--- src/rtl/uart_rx.sv ---
// uart_rx: 8N1 serial receiver with a two-register bus interface.
// Bus handshake: there is no valid/ready pairing on the bus side. Every access
// completes in the cycle where cs is high, with no wait states. Read data
// appears on dbr on the following edge, and dbr is 0 on every other cycle.
// dbg_state exposes the receiver state:
//   0 = IDLE, 1 = START, 2 = DATA, 3 = STOP, 4 = BREAK.
module uart_rx #(
   parameter int CLK_HZ = 576000,
   parameter int BAUD   = 115200
) (
   input  logic       clk,
   input  logic       rst,
   output logic [7:0] dbr,
   input  logic [7:0] dbw,
   input  logic       addr,
   input  logic       cs,
   input  logic       we,
   input  logic       rx,
   output logic       irq,
   output logic [2:0] dbg_state
);

   localparam int BIT_DIV  = CLK_HZ / BAUD;
   localparam int HALF_DIV = BIT_DIV / 2;
   localparam int CW       = (BIT_DIV > 1) ? $clog2(BIT_DIV) : 1;
   localparam logic [CW-1:0] CNT_LAST = CW'(BIT_DIV - 1);
   localparam logic [CW-1:0] CNT_MID  = CW'(HALF_DIV - 1);

   typedef enum logic [2:0] {
      ST_IDLE  = 3'd0,
      ST_START = 3'd1,
      ST_DATA  = 3'd2,
      ST_STOP  = 3'd3,
      ST_BREAK = 3'd4
   } state_t;

   state_t          state;
   logic [CW-1:0]   cnt;
   logic [2:0]      bit_idx;
   logic [7:0]      shreg;
   logic            rx_m;
   logic            rx_s;
   logic [7:0]      data_reg;
   logic            ready;
   logic            overrun;
   logic            frame_err;

   logic            cnt_last;
   logic            stop_tick;
   logic            byte_ok;
   logic            byte_bad;
   logic            rd_data;
   logic            rd_status;
   logic            wr_status;
   logic            unused_dbw;

   assign cnt_last  = (cnt == CNT_LAST);
   // The stop bit is sampled one full bit after the last data sample.
   assign stop_tick = (state == ST_STOP) && cnt_last;
   assign byte_ok   = stop_tick && rx_s;
   assign byte_bad  = stop_tick && !rx_s;

   assign rd_data   = cs && !we && !addr;
   assign rd_status = cs && !we && addr;
   assign wr_status = cs && we && addr;

   // Only bits 6 and 5 of a STATUS write do anything.
   assign unused_dbw = ^{dbw[7], dbw[4:0]};

   assign irq       = ready;
   assign dbg_state = state;

   // Two-flop synchronizer for the asynchronous serial line. It idles high.
   always_ff @(posedge clk or posedge rst) begin
      if (rst) begin
         rx_m <= 1'b1;
         rx_s <= 1'b1;
      end else begin
         rx_m <= rx;
         rx_s <= rx_m;
      end
   end

   // Receive state machine: it finds the start bit, samples at mid-bit and assembles the byte.
   always_ff @(posedge clk or posedge rst) begin
      if (rst) begin
         state   <= ST_IDLE;
         cnt     <= '0;
         bit_idx <= '0;
         shreg   <= '0;
      end else begin
         case (state)
            ST_IDLE: begin
               cnt <= '0;
               if (!rx_s) begin
                  state <= ST_START;
               end
            end
            ST_START: begin
               // Re-check the line at half a bit. A short low pulse is dropped here.
               if (cnt == CNT_MID) begin
                  cnt     <= '0;
                  bit_idx <= '0;
                  state   <= rx_s ? ST_IDLE : ST_DATA;
               end else begin
                  cnt <= cnt + 1'b1;
               end
            end
            ST_DATA: begin
               if (cnt_last) begin
                  cnt     <= '0;
                  shreg   <= {rx_s, shreg[7:1]};
                  bit_idx <= bit_idx + 1'b1;
                  if (bit_idx == 3'd7) begin
                     state <= ST_STOP;
                  end
               end else begin
                  cnt <= cnt + 1'b1;
               end
            end
            ST_STOP: begin
               if (cnt_last) begin
                  cnt   <= '0;
                  state <= rx_s ? ST_IDLE : ST_BREAK;
               end else begin
                  cnt <= cnt + 1'b1;
               end
            end
            ST_BREAK: begin
               // Wait for the line to go back high before hunting for a new start bit.
               cnt <= '0;
               if (rx_s) begin
                  state <= ST_IDLE;
               end
            end
            default: begin
               state <= ST_IDLE;
               cnt   <= '0;
            end
         endcase
      end
   end

   // Bus registers: read mux, DATA load and the status flags. When a flag is set and cleared on the same edge, the set wins.
   always_ff @(posedge clk or posedge rst) begin
      if (rst) begin
         dbr       <= '0;
         data_reg  <= '0;
         ready     <= 1'b0;
         overrun   <= 1'b0;
         frame_err <= 1'b0;
      end else begin
         if (rd_data) begin
            dbr <= data_reg;
         end else if (rd_status) begin
            dbr <= {ready, overrun, frame_err, 5'b0};
         end else begin
            dbr <= '0;
         end

         // A DATA read on the same edge frees the slot, so the new byte loads without an overrun.
         if (byte_ok && (!ready || rd_data)) begin
            data_reg <= shreg;
            ready    <= 1'b1;
         end else if (rd_data) begin
            ready <= 1'b0;
         end

         if (byte_ok && ready && !rd_data) begin
            overrun <= 1'b1;
         end else if (wr_status && dbw[6]) begin
            overrun <= 1'b0;
         end

         if (byte_bad) begin
            frame_err <= 1'b1;
         end else if (wr_status && dbw[5]) begin
            frame_err <= 1'b0;
         end
      end
   end

endmodule

--- config.mk ---
export PLATFORM = sky130hd
export DESIGN_NAME = uart_rx
export DESIGN_NICKNAME = d
export VERILOG_FILES = /design/src/rtl/uart_rx.sv
export SDC_FILE = /design/constraint.sdc
export NUM_CORES = 1
export LEC_CHECK = 0
export BUFFER_PORTS_ARGS = -buffer_cell sky130_fd_sc_hd__buf_2
export CORE_ASPECT_RATIO = 1.1
export CORE_MARGIN = 2
export CORE_UTILIZATION = 35
export CTS_CLUSTER_SIZE = 25
export DETAILED_ROUTE_END_ITERATION = 6
export SYNTH_ARGS = -nofsm -noshare
export SYNTH_HDL_FRONTEND = slang
export SYNTH_SLANG_ARGS = --single-unit
--- constraint.sdc ---
create_clock -name clk -period 2.05 [get_ports clk]
set_input_delay 0.1025 -clock clk [delete_from_list [all_inputs] [get_ports clk]]
set_output_delay 0.1025 -clock clk [all_outputs]
set_load 0.02 [all_outputs]
Word level (Yosys, flattened, before mapping)
Index checks and enable logic that the tools add are counted.

Bits in registers: 38. Latch bits: 0. Memory bits (writable): 0. ROM bits: 0. Input port bits: 14. Logic and storage cells: 77. Memories kept: 0.

Add/subtract/negate cells: 2. Multiply operators: 0. Divide/modulo/power cells: 0. Magnitude comparators: 0. Equal/unequal tests: 13. Shift operators: 0. Muxes and demuxes: 23. Bitwise gates (word level): 0. Reduce and logical (&&, ||, !) cells: 28.

Operators with widths (number): $mux W3 (11); $mux W8 (2); $pmux W3 S5 (1); $logic_and A1 B1 Y1 (13); $ne A2 B2 Y1 const B (6); $pmux W3 S2 (2); $eq A3 B3 Y1 const B (3); $reduce_bool A2 Y1 (4); $add A3 B1 Y3 const B (2); $eq A3 B1 Y1 const B (2); $eq A3 B2 Y1 const B (2); $mux W1 (6); $reduce_and A6 Y1 (1); $logic_not A1 Y1 (5); $logic_not A3 Y1 (1); $reduce_and A3 Y1 (1); $mux W2 (1); $reduce_and A2 Y1 (1); $reduce_or A2 Y1 (1); $logic_or A1 B1 Y1 (1).

Depth between registers and ports, before layout
Gate-level depths: netlist (run 1).

Depth in word-level cells: 6. Mapped depth: 6. Depth with buffers taken out: 5.

Worst setup path before layout (run 1)
Ideal clock, no wire load.

Path kind: reg-to-reg. Start: register cnt[0]. End: register data_reg[0]. Library setup time: 0.125 ns. Data arrival time: 1.613 ns. Data required time: 1.925 ns. Path slack: 0.313 ns. Cell stages (with the launch flop): 6. Buffers on the path: 0. Period minus slack after synthesis: 1.737 ns. Path through: dfrtp_1 -> inv_1 -> ha_1 -> nand2_1 -> a2111oi_4 -> mux2_2.

Cells in the longest elaborated chain, start to end: 4.

RTL lines: start, declared (line 38) `logic [CW-1:0] cnt;`; start signal, assigned (line 106) `cnt <= cnt + 1'b1;`; start signal, assigned (line 118) `cnt <= cnt + 1'b1;`; start signal, assigned (line 126) `cnt <= cnt + 1'b1;`; $eq A3 B3 Y1 (line 57) `assign cnt_last = (cnt == CNT_LAST);`; $logic_and A1 B1 Y1 (line 59) `assign stop_tick = (state == ST_STOP) && cnt_last;`; $logic_and A1 B1 Y1 (line 60) `assign byte_ok = stop_tick && rx_s;`; $logic_and A1 B1 Y1 (line 162) `if (byte_ok && (!ready || rd_data)) begin`; end signal, assigned (line 163) `data_reg <= shreg;`; end, declared (line 43) `logic [7:0] data_reg;`.

No other way between the ends. A chain may end at the register's enable or synchronous reset.

Worst setup path in the final report (run 1)
Start: register cnt[0]. End: register data_reg[3].

The elaborated chain is that of the path after synthesis.

==> results of run 1 <==
==> logic make-up (layout without fill, tap and decap cells) <==
logic type      count (synthesis)  in the layout  synth area share, %
simple gates                   43             43                15.14
flops                          38             38                58.26
mux                            23             23                15.29
buf+inv                        11             39                2.982
compound gates                  8              8                3.975
fa+ha+maj                       5              5                3.823
xor+xnor                        1              1               0.5353
==> final cells by class <==
type                    count  area (um^2)
clock buffers               6        82.58
repair buffers             26        152.6
inverters                   5        18.77
clock inverters             2        12.51
fillers                   426         2663
well taps                  56        70.07
multi-input cells          80        634.4
flip-flops and latches     38        953.4
==> stage by stage <==
step | cells | power, W | cell area (um^2) | util [%] | setup slack [ns]
2_1_floorplan | 129 | 0.001258 | 1637 | - | 0.3126
3_3_place_gp | 203 | 0.001355 | 1809 | 39.44 | 0.3035
3_5_place_dp | 203 | 0.001388 | 1809 | 39.44 | 0.2570
4_1_cts | 213 | 0.001924 | 1924 | 41.95 | 0.2461
5_1_grt | 213 | 0.002024 | 1924 | 41.95 | 0.1762
6_report | 213 | 0.001899 | 1924 | 41.95 | 0.2418
==> power by group <==
part	switching (W)	total, W	internal [W]
sequential	0.0000743	0.000925	0.000851
clock	0.000258	0.000528	0.000270
combinational	0.000242	0.000445	0.000203
total	0.000575	0.00190	0.00132
==> final timing paths <==
kind / cells past startpoint / endpoint / start
hold reg to reg: 0 / rx_s / rx_m
min in group asynchronous: 4 / dbr[4] / rst
setup / recovery: 6 / data_reg[3] / cnt[0]
setup reg to reg: 6 / data_reg[3] / cnt[0]
max in group asynchronous: 4 / rx_m / rst
hold / removal: 4 / overrun / dbw[6]
==> cell usage after synthesis (2+ instances only) <==
cell and number:
nand2b_1 3, dfrtp_1 36, nor2_1 8, and2_1 6, o21ai_0 3, a21oi_1 3
clkbuf_1 5, and3b_1 2, nand2_1 8, ha_1 5, nor3_1 2, inv_1 5
nand4_1 2, nand3_1 3, nor3b_1 2, dfstp_2 2, mux2_2 16, mux2i_1 7
==> layer usage <==
layer	up-vias	GRT usage, %	share of wire (%)
li1	494	-	-
met1	503	12.78	43
met2	22	17.74	50
met3	7	4.233	5.0
met4	0	6.536	2.4
met5	-	0	0
==> critical path: stages (launching register included) <==
cell,delay (ns)
dfrtp_1,0.42
inv_1,0.07
ha_1,0.20
nand2_1,0.14
a2111oi_4,0.29
buf_4,0.22
mux2_2,0.35
==> results.toml, run 1 <==
[job]
max_cap_violations = 0

[clock_network]
cts_buffer_depth = 2
h-tree-depth = 2
post_cts_resize_count = 0
cts-root-buf = "clkbuf_8"
clk_pin_slew_worst_paths_ns = 0.07
cts_hold_buf = 2
clock_latency_ns = 0.29
cts_tree = "built"
cts_buffers = 5
cts_sinks = 38
postCtsSetupBuffers = 0

[route]
wl_um = 2632
vias = 1026
drc_errors = 0
firstDrtPassIters = 4
ant_nets = 0
vias_per_cell = 4.817
drtIter0Drc = 34
wl_per_cell_um = 12.36

[sta]
whs_ns = 0.1324
finalCriticalPeriod_ns = 1.808
max-slew-margin-rel_pct = 69.55
tightest_slew_ns = 0.4567
final.setup.tns_ns = 0
finalHoldViolCount = 0
slew_viol_final = 0
rsz0062_at_grt = "no"
finClkSkew_ns = 0.007756
fin_crit_sh_pct = 88.21
fmax_mhz = 553.0
setup_viol = 0

[final_layout]
drive_gt1_share_pct = 33.12
final_common_cell = "dfrtp_1"
fin_nets = 175
n_antenna_cell = 0
final_cell_mix = "dfrtp_1 (36), buf_2 (19), mux2_2 (16)"
syn_to_final_growth_pct = 17.58

[synth]
synthTopCellsByArea = "dfrtp_1 (55%), mux2_2 (11%), mux2i_1 (4.3%)"
yosysTopAreaCellShare_pct = 55.05
synth_edf_count = 0
synth_ff_type = "dfrtp_1"
yosys_register_bits = 38
syn_area_per_cell_um2 = 12.69
syn_nets = 148
yosysTopAreaCell = "dfrtp_1"
synth_area_um2 = 1637
ys_async_sr_fraction_pct = 100.0
ys.warnings.count = 0
yosysUniqueCellTypes = 29
syn_inst = 129
ys_seq_area_share_pct = 58.26

[floorplan]
die_h_um = 75.72
dieArea_um2 = 5240
fp-row-count = 26
coreArea_um2 = 4587
boundaryPins = 26
start_util_pct = 35.68
die_w_um = 69.20

[global_route]
grt_pass1_wl_um = 4388
grt_max_degree = 39
antenna_found_initial = 0
grt_pass1_vias = 962
grt_overflow = 0
track_usage_pct = 11.02

[critical_path]
regToRegSetupSlack_ns = 0.24
worstSetupPathType = "flip-flop to flip-flop"
startpoint_type = "flip-flop"
path_max_fanout = 8
end_kind = "flip-flop"
required_ns = 2.22
arrival_ns = 1.98

[power]
power.leakage_nw = 0.9535
powerDensity_nw_per_um2 = 986.9
ir_drop_v = 0.0003098

[min_path]
hold_path_class = "input pin to flip-flop"

[place]
gp_congestion = 0.7610
port_buffers = 19
dp_hpwl_um = 1932

[run_status]
status = "completed"
(Power assumes the default switching activity.)
==> inputs of run 2 (changes only) <==
ABC_CLOCK_PERIOD_IN_PS = 2050   (was default)
HOLD_SLACK_MARGIN = 0.15   (was default)
==> run 2 against run 1 <==
Compared with the run above: global-route usage rose by 0.058 points; sequential power hardly changed; count of clock-buffer cells in the layout stayed put; critical endpoint unchanged; largest cell class unchanged; largest power group unchanged.
==> results.toml, run 2 (synthesized netlist as in run 1, its figures left out) <==
[sta]
max-slew-margin-rel_pct = 69.55
setup_viol = 0
final.setup.tns_ns = 0
finClkSkew_ns = 0.007756
rsz0062_at_grt = "no"
tightest_slew_ns = 0.4567
slew_viol_final = 0
fin_crit_sh_pct = 88.21
fmax_mhz = 553.0
finalHoldViolCount = 0
finalCriticalPeriod_ns = 1.808

[final_layout]
fin_nets = 177
final_cell_mix = "dfrtp_1 (36), buf_2 (19), mux2_2 (16)"
drive_gt1_share_pct = 32.70
utilization_pct = 42.39
final_common_cell = "dfrtp_1"
n_antenna_cell = 0
syn_to_final_growth_pct = 18.81

[route]
drc_errors = 0
vias = 1032
wl_um = 2651
drtIter0Drc = 35
wl_per_cell_um = 12.33
vias_per_cell = 4.800
firstDrtPassIters = 4
ant_nets = 0

[global_route]
track_usage_pct = 11.08
grt_overflow = 0
grt_pass1_vias = 974
antenna_found_initial = 0
grt_pass1_wl_um = 4416
grt_max_degree = 39

[critical_path]
path_cells = "inv_1 > ha_1 > nand2_1 > a2111oi_4 > buf_4 > mux2_2"
end_kind = "flip-flop"
r2r-end = "data_reg[3]"
startpoint_type = "flip-flop"
critPathMaxStageDelay_ns = 0.42
worstSetupStartpoint = "cnt[0]"
worstReg2RegStart = "cnt[0]"
path_max_fanout = 8
regToRegSetupSlack_ns = 0.24
reg2reg_depth = 6
crit_path_end = "data_reg[3]"
arrival_ns = 1.98
required_ns = 2.22
worstSetupPathType = "flip-flop to flip-flop"
cp_slowest_cell = "dfrtp_1"

[clock_network]
cts-root-buf = "clkbuf_8"
cts_sinks = 38
clock_latency_ns = 0.29
h-tree-depth = 2
cts_tree = "built"
cts_buffers = 5
post_cts_resize_count = 0
clk_pin_slew_worst_paths_ns = 0.07
cts_buffer_depth = 2

[power]
comb_power_share_pct = 23.6
p_switching_w = 0.0005753
powerDensity_nw_per_um2 = 978.2
power.leakage_nw = 0.9619
ir_drop_v = 0.0003098
intPower_w = 0.001327
clkPwrFrac_pct = 27.8
seq_power_share_pct = 48.6
p_sw_share_pct = 30.25

[floorplan]
start_util_pct = 35.68
boundaryPins = 26
fp-row-count = 26
coreArea_um2 = 4587
dieArea_um2 = 5240
die_h_um = 75.72
die_w_um = 69.20

[job]
max_cap_violations = 0

[min_path]
whs_path_depth = 4
hold_path_class = "input pin to flip-flop"

[run_status]
status = "completed"

[place]
port_buffers = 19
dp_hpwl_um = 1932
gp_congestion = 0.7610
run 2: changes by cell type in the layout (fill, tap and decap cells not counted), sizes merged:
cell	delta
dlygate4sd3	+2
run 2: repair_timing:
| action | 4_1_cts | 5_1_grt |
|---|---|---|
| hold buffers | 4 | 0 |
| endpoints found under the hold margin | 39 | 0 |
| buffers inserted | 0 | 0 |
run 2: how the worst min path moves through the flow:
stage	start	endpoint	slack [ns]
after detailed placement	rx	rx_m	0.21
after CTS	we	overrun	0.16
final	we	overrun	0.16
after global routing	cs	dbr[5]	0.17
after floorplan	rx	rx_m	0.11
after global placement	rx	rx_m	0.21
run 2: cell type report:
class	instances	area, um^2
Clock inverter	2	12.51
Tap cell	56	70.07
Sequential cell	38	953.4
Clock buffer	6	82.58
Inverter	5	18.77
Multi-Input combinational cell	80	634.4
Timing Repair Buffer	28	172.7
Fill cell	424	2643
run 2: worst max-delay path, delay by kind of cell (launching register included):
family	cells	cell delay, ns
mux	1	0.35
fa+ha+maj	1	0.20
simple gates	1	0.14
flops	1	0.42
buf+inv	2	0.29
compound gates	1	0.29
run 2: stage by stage:
step	setup WS (ns)	hold WS [ns]	std cells	instance area [um^2]	power, W
6_report	0.2418	0.1608	215	1944	0.001902
5_1_grt	0.1762	0.1726	215	1944	0.002027
4_1_cts	0.2461	0.1564	215	1944	0.001927
3_5_place_dp	0.2570	0.2125	203	1809	0.001388
3_3_place_gp	0.3035	0.2120	203	1809	0.001355
2_1_floorplan	0.3126	0.1070	129	1637	0.001258
run 2: layer usage:
metal / vias to the layer above / track usage [%] / wire [um]
met5: - / 0 / 0
met4: 0 / 6.536 / 63
met3: 7 / 4.233 / 126
met2: 22 / 17.95 / 1320
met1: 505 / 12.78 / 1140
li1: 498 / - / -
run 2: power by group through the flow:
| stage | Combinational (W) | Sequential (W) | Clock, W |
|---|---|---|---|
| final | 0.000448 | 0.000925 | 0.000528 |
| after global routing | 0.000506 | 0.000940 | 0.000581 |
| after CTS | 0.000456 | 0.000926 | 0.000546 |
| after detailed placement | 0.000449 | 0.000939 | 0 |
| after global placement | 0.000424 | 0.000931 | 0 |
| after floorplan | 0.000310 | 0.000948 | 0 |
